<file path="src/rtl/song_reader.sv">
// ----------------------------------------------------------------------------
// song_reader
//   Sequencer that sits directly upstream of note_player. It walks the song
//   ROM one entry at a time. For each entry it presents the (note, duration)
//   pair with a one-cycle load strobe. It then waits for note_player to
//   report done before moving to the next entry. It flags end of song when it
//   reads an end marker (duration 0) or finishes the last entry.
//
// Ports
//   clk              : system clock
//   reset            : synchronous, active-high reset
//   play             : 1 = advance through the song, 0 = pause
//   song             : song select
//   rom_addr         : song ROM address, {latched song, note index}
//   rom_data         : ROM word, [11:6] note, [5:0] duration; the ROM is
//                      registered, so the word is valid one cycle after
//                      rom_addr
//   note_done        : done_with_note level from note_player
//   note_to_load     : note handed to note_player (registered)
//   duration_to_load : duration in beats handed to note_player (registered)
//   load_new_note    : one-cycle strobe, note/duration valid
//   song_done        : level, high once the song has finished
// ----------------------------------------------------------------------------
module song_reader #(
    parameter int IDX_WIDTH  = 5,
    parameter int SONG_WIDTH = 2
) (
    input  logic                            clk,
    input  logic                            reset,
    input  logic                            play,
    input  logic [SONG_WIDTH-1:0]           song,
    output logic [SONG_WIDTH+IDX_WIDTH-1:0] rom_addr,
    input  logic [11:0]                     rom_data,
    input  logic                            note_done,
    output logic [5:0]                      note_to_load,
    output logic [5:0]                      duration_to_load,
    output logic                            load_new_note,
    output logic                            song_done
);

    typedef enum logic [2:0] {
        IDLE,
        FETCH,
        WAIT_ROM,
        LOAD,
        BLANK,
        WAIT_NOTE,
        DONE
    } state_t;

    state_t                 state_q, state_d;
    logic [IDX_WIDTH-1:0]   idx_q, idx_d;
    logic [SONG_WIDTH-1:0]  song_q, song_d;
    logic [5:0]             note_q, note_d;
    logic [5:0]             dur_q, dur_d;

    logic song_change;
    logic end_marker;
    logic last_idx;
    logic advance;

    // A change of song select overrides every state, so it is decoded once
    // and checked first in every next-state and datapath decision.
    assign song_change = (song != song_q);
    assign end_marker  = (rom_data[5:0] == 6'd0);
    assign last_idx    = (idx_q == '1);
    // note_done counts only while playing; a pause freezes WAIT_NOTE.
    assign advance     = note_done & play;

    // ------------------------------------------------------------------
    // State register
    // ------------------------------------------------------------------
    always_ff @(posedge clk) begin
        if (reset) begin
            state_q <= IDLE;
        end else begin
            state_q <= state_d;
        end
    end

    // ------------------------------------------------------------------
    // Next-state logic
    // ------------------------------------------------------------------
    always_comb begin
        state_d = state_q;
        if (song_change) begin
            state_d = IDLE;
        end else begin
            case (state_q)
                IDLE: begin
                    if (play) begin
                        state_d = FETCH;
                    end
                end
                // Address is stable this cycle; the registered ROM
                // returns the word during WAIT_ROM.
                FETCH: begin
                    state_d = WAIT_ROM;
                end
                WAIT_ROM: begin
                    if (end_marker) begin
                        state_d = DONE;
                    end else begin
                        state_d = LOAD;
                    end
                end
                LOAD: begin
                    state_d = BLANK;
                end
                // note_done is a level and may still be high from the
                // previous note, so one cycle passes before it is sampled.
                BLANK: begin
                    state_d = WAIT_NOTE;
                end
                WAIT_NOTE: begin
                    if (advance) begin
                        if (last_idx) begin
                            state_d = DONE;
                        end else begin
                            state_d = FETCH;
                        end
                    end
                end
                DONE: begin
                    state_d = DONE;
                end
                default: begin
                    state_d = IDLE;
                end
            endcase
        end
    end

    // ------------------------------------------------------------------
    // Datapath next values: song latch, index, note/duration registers
    // ------------------------------------------------------------------
    always_comb begin
        song_d = song_q;
        idx_d  = idx_q;
        note_d = note_q;
        dur_d  = dur_q;
        if (song_change) begin
            song_d = song;
            idx_d  = '0;
        end else begin
            case (state_q)
                WAIT_ROM: begin
                    // The end marker leaves the previous note/duration intact.
                    if (!end_marker) begin
                        note_d = rom_data[11:6];
                        dur_d  = rom_data[5:0];
                    end
                end
                WAIT_NOTE: begin
                    // The index never wraps; the last entry ends the song.
                    if (advance && !last_idx) begin
                        idx_d = idx_q + 1'b1;
                    end
                end
                default: begin
                end
            endcase
        end
    end

    always_ff @(posedge clk) begin
        if (reset) begin
            song_q <= '0;
            idx_q  <= '0;
            note_q <= '0;
            dur_q  <= '0;
        end else begin
            song_q <= song_d;
            idx_q  <= idx_d;
            note_q <= note_d;
            dur_q  <= dur_d;
        end
    end

    // ------------------------------------------------------------------
    // Outputs
    // ------------------------------------------------------------------
    // The strobe and done flag decode the registered state. Reset or a song
    // change sends the state to IDLE, which clears both on the next cycle.
    always_comb begin
        load_new_note = (state_q == LOAD);
        song_done     = (state_q == DONE);
    end

    assign rom_addr         = {song_q, idx_q};
    assign note_to_load     = note_q;
    assign duration_to_load = dur_q;

endmodule

</file>
<file path="config.mk">
export PLATFORM = sky130hd
export DESIGN_NAME = song_reader
export DESIGN_NICKNAME = d
export VERILOG_FILES = /design/src/rtl/song_reader.sv
export SDC_FILE = /design/constraint.sdc
export NUM_CORES = 1
export LEC_CHECK = 0
export ABC_AREA = 1
export CAP_MARGIN = 20
export CORE_MARGIN = 2
export CORE_UTILIZATION = 40
export CTS_BUF_LIST = sky130_fd_sc_hd__clkbuf_4 sky130_fd_sc_hd__clkbuf_8 sky130_fd_sc_hd__clkbuf_16
export DETAILED_ROUTE_END_ITERATION = 7
export GPL_TIMING_DRIVEN = 0
export HOLD_SLACK_MARGIN = 0.1
export PLACE_DENSITY = 0.78
export SLEW_MARGIN = 20
export SYNTH_ARGS = -nofsm -noshare
export SYNTH_HDL_FRONTEND = slang
export SYNTH_SLANG_ARGS = --single-unit
</file>
<file path="constraint.sdc">
create_clock -name clk -period 1.65 [get_ports clk]
set_clock_uncertainty 0.15 [all_clocks]
set_input_delay 0.33 -clock clk [delete_from_list [all_inputs] [get_ports clk]]
set_output_delay 0.33 -clock clk [all_outputs]
set_load 0.03 [all_outputs]
</file>
==> qor.csv <==
metric,value,unit
place.detailed.hpwl,1830,µm
cts-root-to-sink-buffers,2,
violations,setup timing,
num_antenna_cells,0,
vias_after_detailed_routing,1081,
crit_required,1.74,ns
min_delay_worst_endpoint,idx_q[3]$_SDFFE_PP0P_,
holdCritPathClass,reg -> reg,
crit_arrival,1.76,ns
routed_via_density,4.62,
finalCritPeriodShare,101,%
run_status,"finished, violations left",
via_count_of_the_first_global_routing_pass,942,
crit-reg2reg-launch,idx_q[0]$_SDFFE_PP0P_,
synth.net_count,180,
timing.critical_path.cells,"ha_4, nand2_2, nor2_2, ha_2, nor2_4, nand4_4, inv_4, nand2_2, a21oi_2",
startpoint_type,register,
combPwrFrac,12.6,%
synth.area.top_cells,"dfxtp_1, nand2_1, nor2_1",
hold_buffers,0,
clock_power_share,28.9,%
cp_common_cell,nand2_2,
p_sw,0.215,mW
htreeDepth,1,
p_per_cell_area,574,nW/µm²
cap_violations,0,
final_antenna_net_count,0,
core_area,2690,µm²
wire_length_of_the_first_global_routing_pass,3910,µm
synth_edf_count,0,
slowest_delay,0.38,ns
tritoncts_clock_tree,yes,
synth_async_sr_flop_share,0,%
synthDominantCellAreaShare,39.7,%
num-nets-final,224,
mappedNetlistArea,1110,µm²
design.die.area,3210,µm²
detail_route.wl_per_cell,10.1,µm
vdd.ir_drop.worst,487,µV
ctsRootBufferMaster,clkbuf_4,
flow.area_growth_from_synthesis,44.2,%
fraction_of_power_consumed_by_sequential_logic,58.4,%
hold_path_depth,2,
p_leak,0.773,nW
power_internal,0.704,mW
mean_cell_area_of_the_mapped_netlist,6.94,µm²
timing.final.ws_setup,-0.0106,ns
num_rows,19,
finalHoldViolCount,0,
num_io_pins,39,
reg2reg_depth,9,
grt_remaining_overflow,0,
die_h,56.7,µm
cts_inserted_buffers,3,
io_buffer_count,38,
setup_violations,2,
maximum_number_of_pins_on_one_net_before_global_route_repair,13,
nature_of_the_critical_path_endpoint,register,
ys_ff_latch,22,
path_max_fanout,6,
fmaxAchievable,602,MHz
max-slew-margin-rel,71.6,%
dr.pass1.iters,4,
synthesis.instances,160,
wirelength,2360,µm
cts.sink_count,22,
tightestPinTransition,0.426,ns
cell_type_with_the_highest_aggregate_area_in_the_netlist,dfxtp_1,
p_sw_share,23.4,%
cts.reportedPaths.clkPinSlew,0.12,ns
drc,0,
power.total,0.919,mW
crit-reg2reg-capture,idx_q[2]$_SDFFE_PP0P_,
grt_setup_unrepaired,true,
critPathKind,reg -> reg,
yosys.cell_types.count,24,
critical_path.slowest_cell,dfxtp_4,
min-delay-start,idx_q[3]$_SDFFE_PP0P_,
worstSkewPairLatency,0.30,ns
final_cells,234,
grt_antenna_before_repair,0,
final_max_slew_viol_count,0,
dp_cells,229,
detail_route.iter0.violations,23,
setup.reg_to_reg.worst_slack,-0.01,ns
dominantRegCellSynth,dfxtp_1,
final.min_clock_period,1.66,ns
final_layout_size_suffix_gt1_share,19.2,%
groute.usage.overall,15.2,%
gp_routability_congestion,0.787,
initial_utilization,41.3,%
floorplan.die.width,56.7,µm
synth.yosys.warnings,0,
synth_sequential_area_ratio,39.7,%
## critical path: cells and delay by family (launching register included)
kind	cells	cell delay, ns
compound gates	1	0.12
buf+inv	1	0.12
flops	1	0.38
simple gates	5	0.47
fa+ha+maj	2	0.35
## cell usage after synthesis, types with 2 or more instances
| cell | instances |
|---|---|
| nor2_1 | 34 |
| o21ai_0 | 3 |
| nand3_1 | 3 |
| xor2_1 | 2 |
| nand2_1 | 44 |
| dfxtp_1 | 22 |
| ha_1 | 2 |
| inv_2 | 4 |
| inv_1 | 21 |
| buf_8 | 2 |
| a21oi_1 | 7 |
| nor2_2 | 4 |
## power by group through the flow
stage               Combinational, mW  Sequential, mW  Clock, mW
finish                          0.116           0.537      0.266
global route                    0.128           0.538      0.300
CTS                             0.113           0.537      0.280
detailed placement              0.115           0.549          0
global placement                0.113           0.548          0
floorplan                      0.0488           0.555          0
## kinds of logic (layout without fill, tap and decap cells)
family	Yosys count	count (layout)	synth area share (%)
AO/OA/AOI/OAI	12	12	5.86
XOR/XNOR	4	4	3.83
adder cells (fa/ha/maj)	2	2	2.25
buffers and inverters	28	71	11.5
flip-flops	22	22	39.7
AND/OR/NAND/NOR	92	92	36.9
## sequential cells by signal, indices dropped and copies added, names as in the netlist
register and flops:
duration_to_load 6, idx_q 5, note_to_load 6, song_q 2
state_q 3
## metal layers
layer | global-route usage [%] | vias to the layer above | routed length (µm)
met1 | 17.8 | 484 | 967
met4 | 7.14 | 0 | 33
met3 | 1.38 | 4 | 103
li1 | - | 567 | -
met5 | 0 | - | 0
met2 | 27.6 | 26 | 1260
## repair_timing
| item | 4_1_cts | 5_1_grt |
|---|---|---|
| gates cloned | 0 | 0 |
| endpoints found under the setup margin | 28 | 14 |
| pin swaps | 2 | 3 |
| setup buffers | 1 | 0 |
| gates resized for setup | 35 | 11 |
## how the worst max path moves through the flow
| stage | from | to | slack, ns | cells after the start |
|---|---|---|---|---|
| 5_1_grt | idx_q[0]$_SDFFE_PP0P_ | idx_q[2]$_SDFFE_PP0P_ | -0.09 | 9 |
| 3_5_place_dp | song[0] | duration_to_load[5]$_SDFFE_PP0P_ | -0.23 | 8 |
| 4_1_cts | idx_q[0]$_SDFFE_PP0P_ | idx_q[2]$_SDFFE_PP0P_ | -0.0006 | 9 |
| 2_1_floorplan | idx_q[0]$_SDFFE_PP0P_ | idx_q[0]$_SDFFE_PP0P_ | 0.01 | 9 |
| 3_3_place_gp | song[0] | note_to_load[5]$_SDFFE_PP0P_ | -0.18 | 8 |
| 6_report | idx_q[0]$_SDFFE_PP0P_ | idx_q[2]$_SDFFE_PP0P_ | -0.01 | 9 |
## per-stage QoR
stage	TNS, ns	util [%]	worst slack, ns	cell area (µm²)	hold slack [ns]
4_1_cts	-0.000642	58.0	-0.000642	1560	0.343
5_1_grt	-0.474	59.6	-0.0923	1600	0.374
3_3_place_gp	-2.22	57.5	-0.182	1550	0.313
6_report	-0.0134	59.6	-0.0106	1600	0.340
3_5_place_dp	-3.20	57.5	-0.232	1550	0.327
2_1_floorplan	0	-	0.0109	1130	0.251
## cells in the final DEF, fill, tap and decap left out, types with 2 or more instances in the layout
cell type        synthesis  final
inv_2                    4      3
dfxtp_2                  0      3
dlygate4sd2_1            0     18
nand2_1                 44     41
buf_8                    2      2
a21oi_2                  0      3
clkbuf_4                 0      4
xnor2_2                  1      2
nor2_1                  34     33
xor2_1                   2      2
inv_1                   21     21
nor2_2                   4      5
nand3_1                  3      3
buf_2                    0      2
nand2_2                  1      4
a21oi_1                  7      4
dfxtp_4                  0      2
clkdlybuf4s50_1          0     17
o21ai_0                  3      2
dfxtp_1                 22     17
## cell type report
class / count / area (µm²)
plain buffers: 3 / 33.8
clock buffers: 4 / 30.0
fillers: 265 / 1090
inverters: 25 / 96.3
multi-input cells: 110 / 594
flip-flops and latches: 22 / 452
well taps: 31 / 38.8
repair buffers: 39 / 355
(Power assumes the default switching activity.)
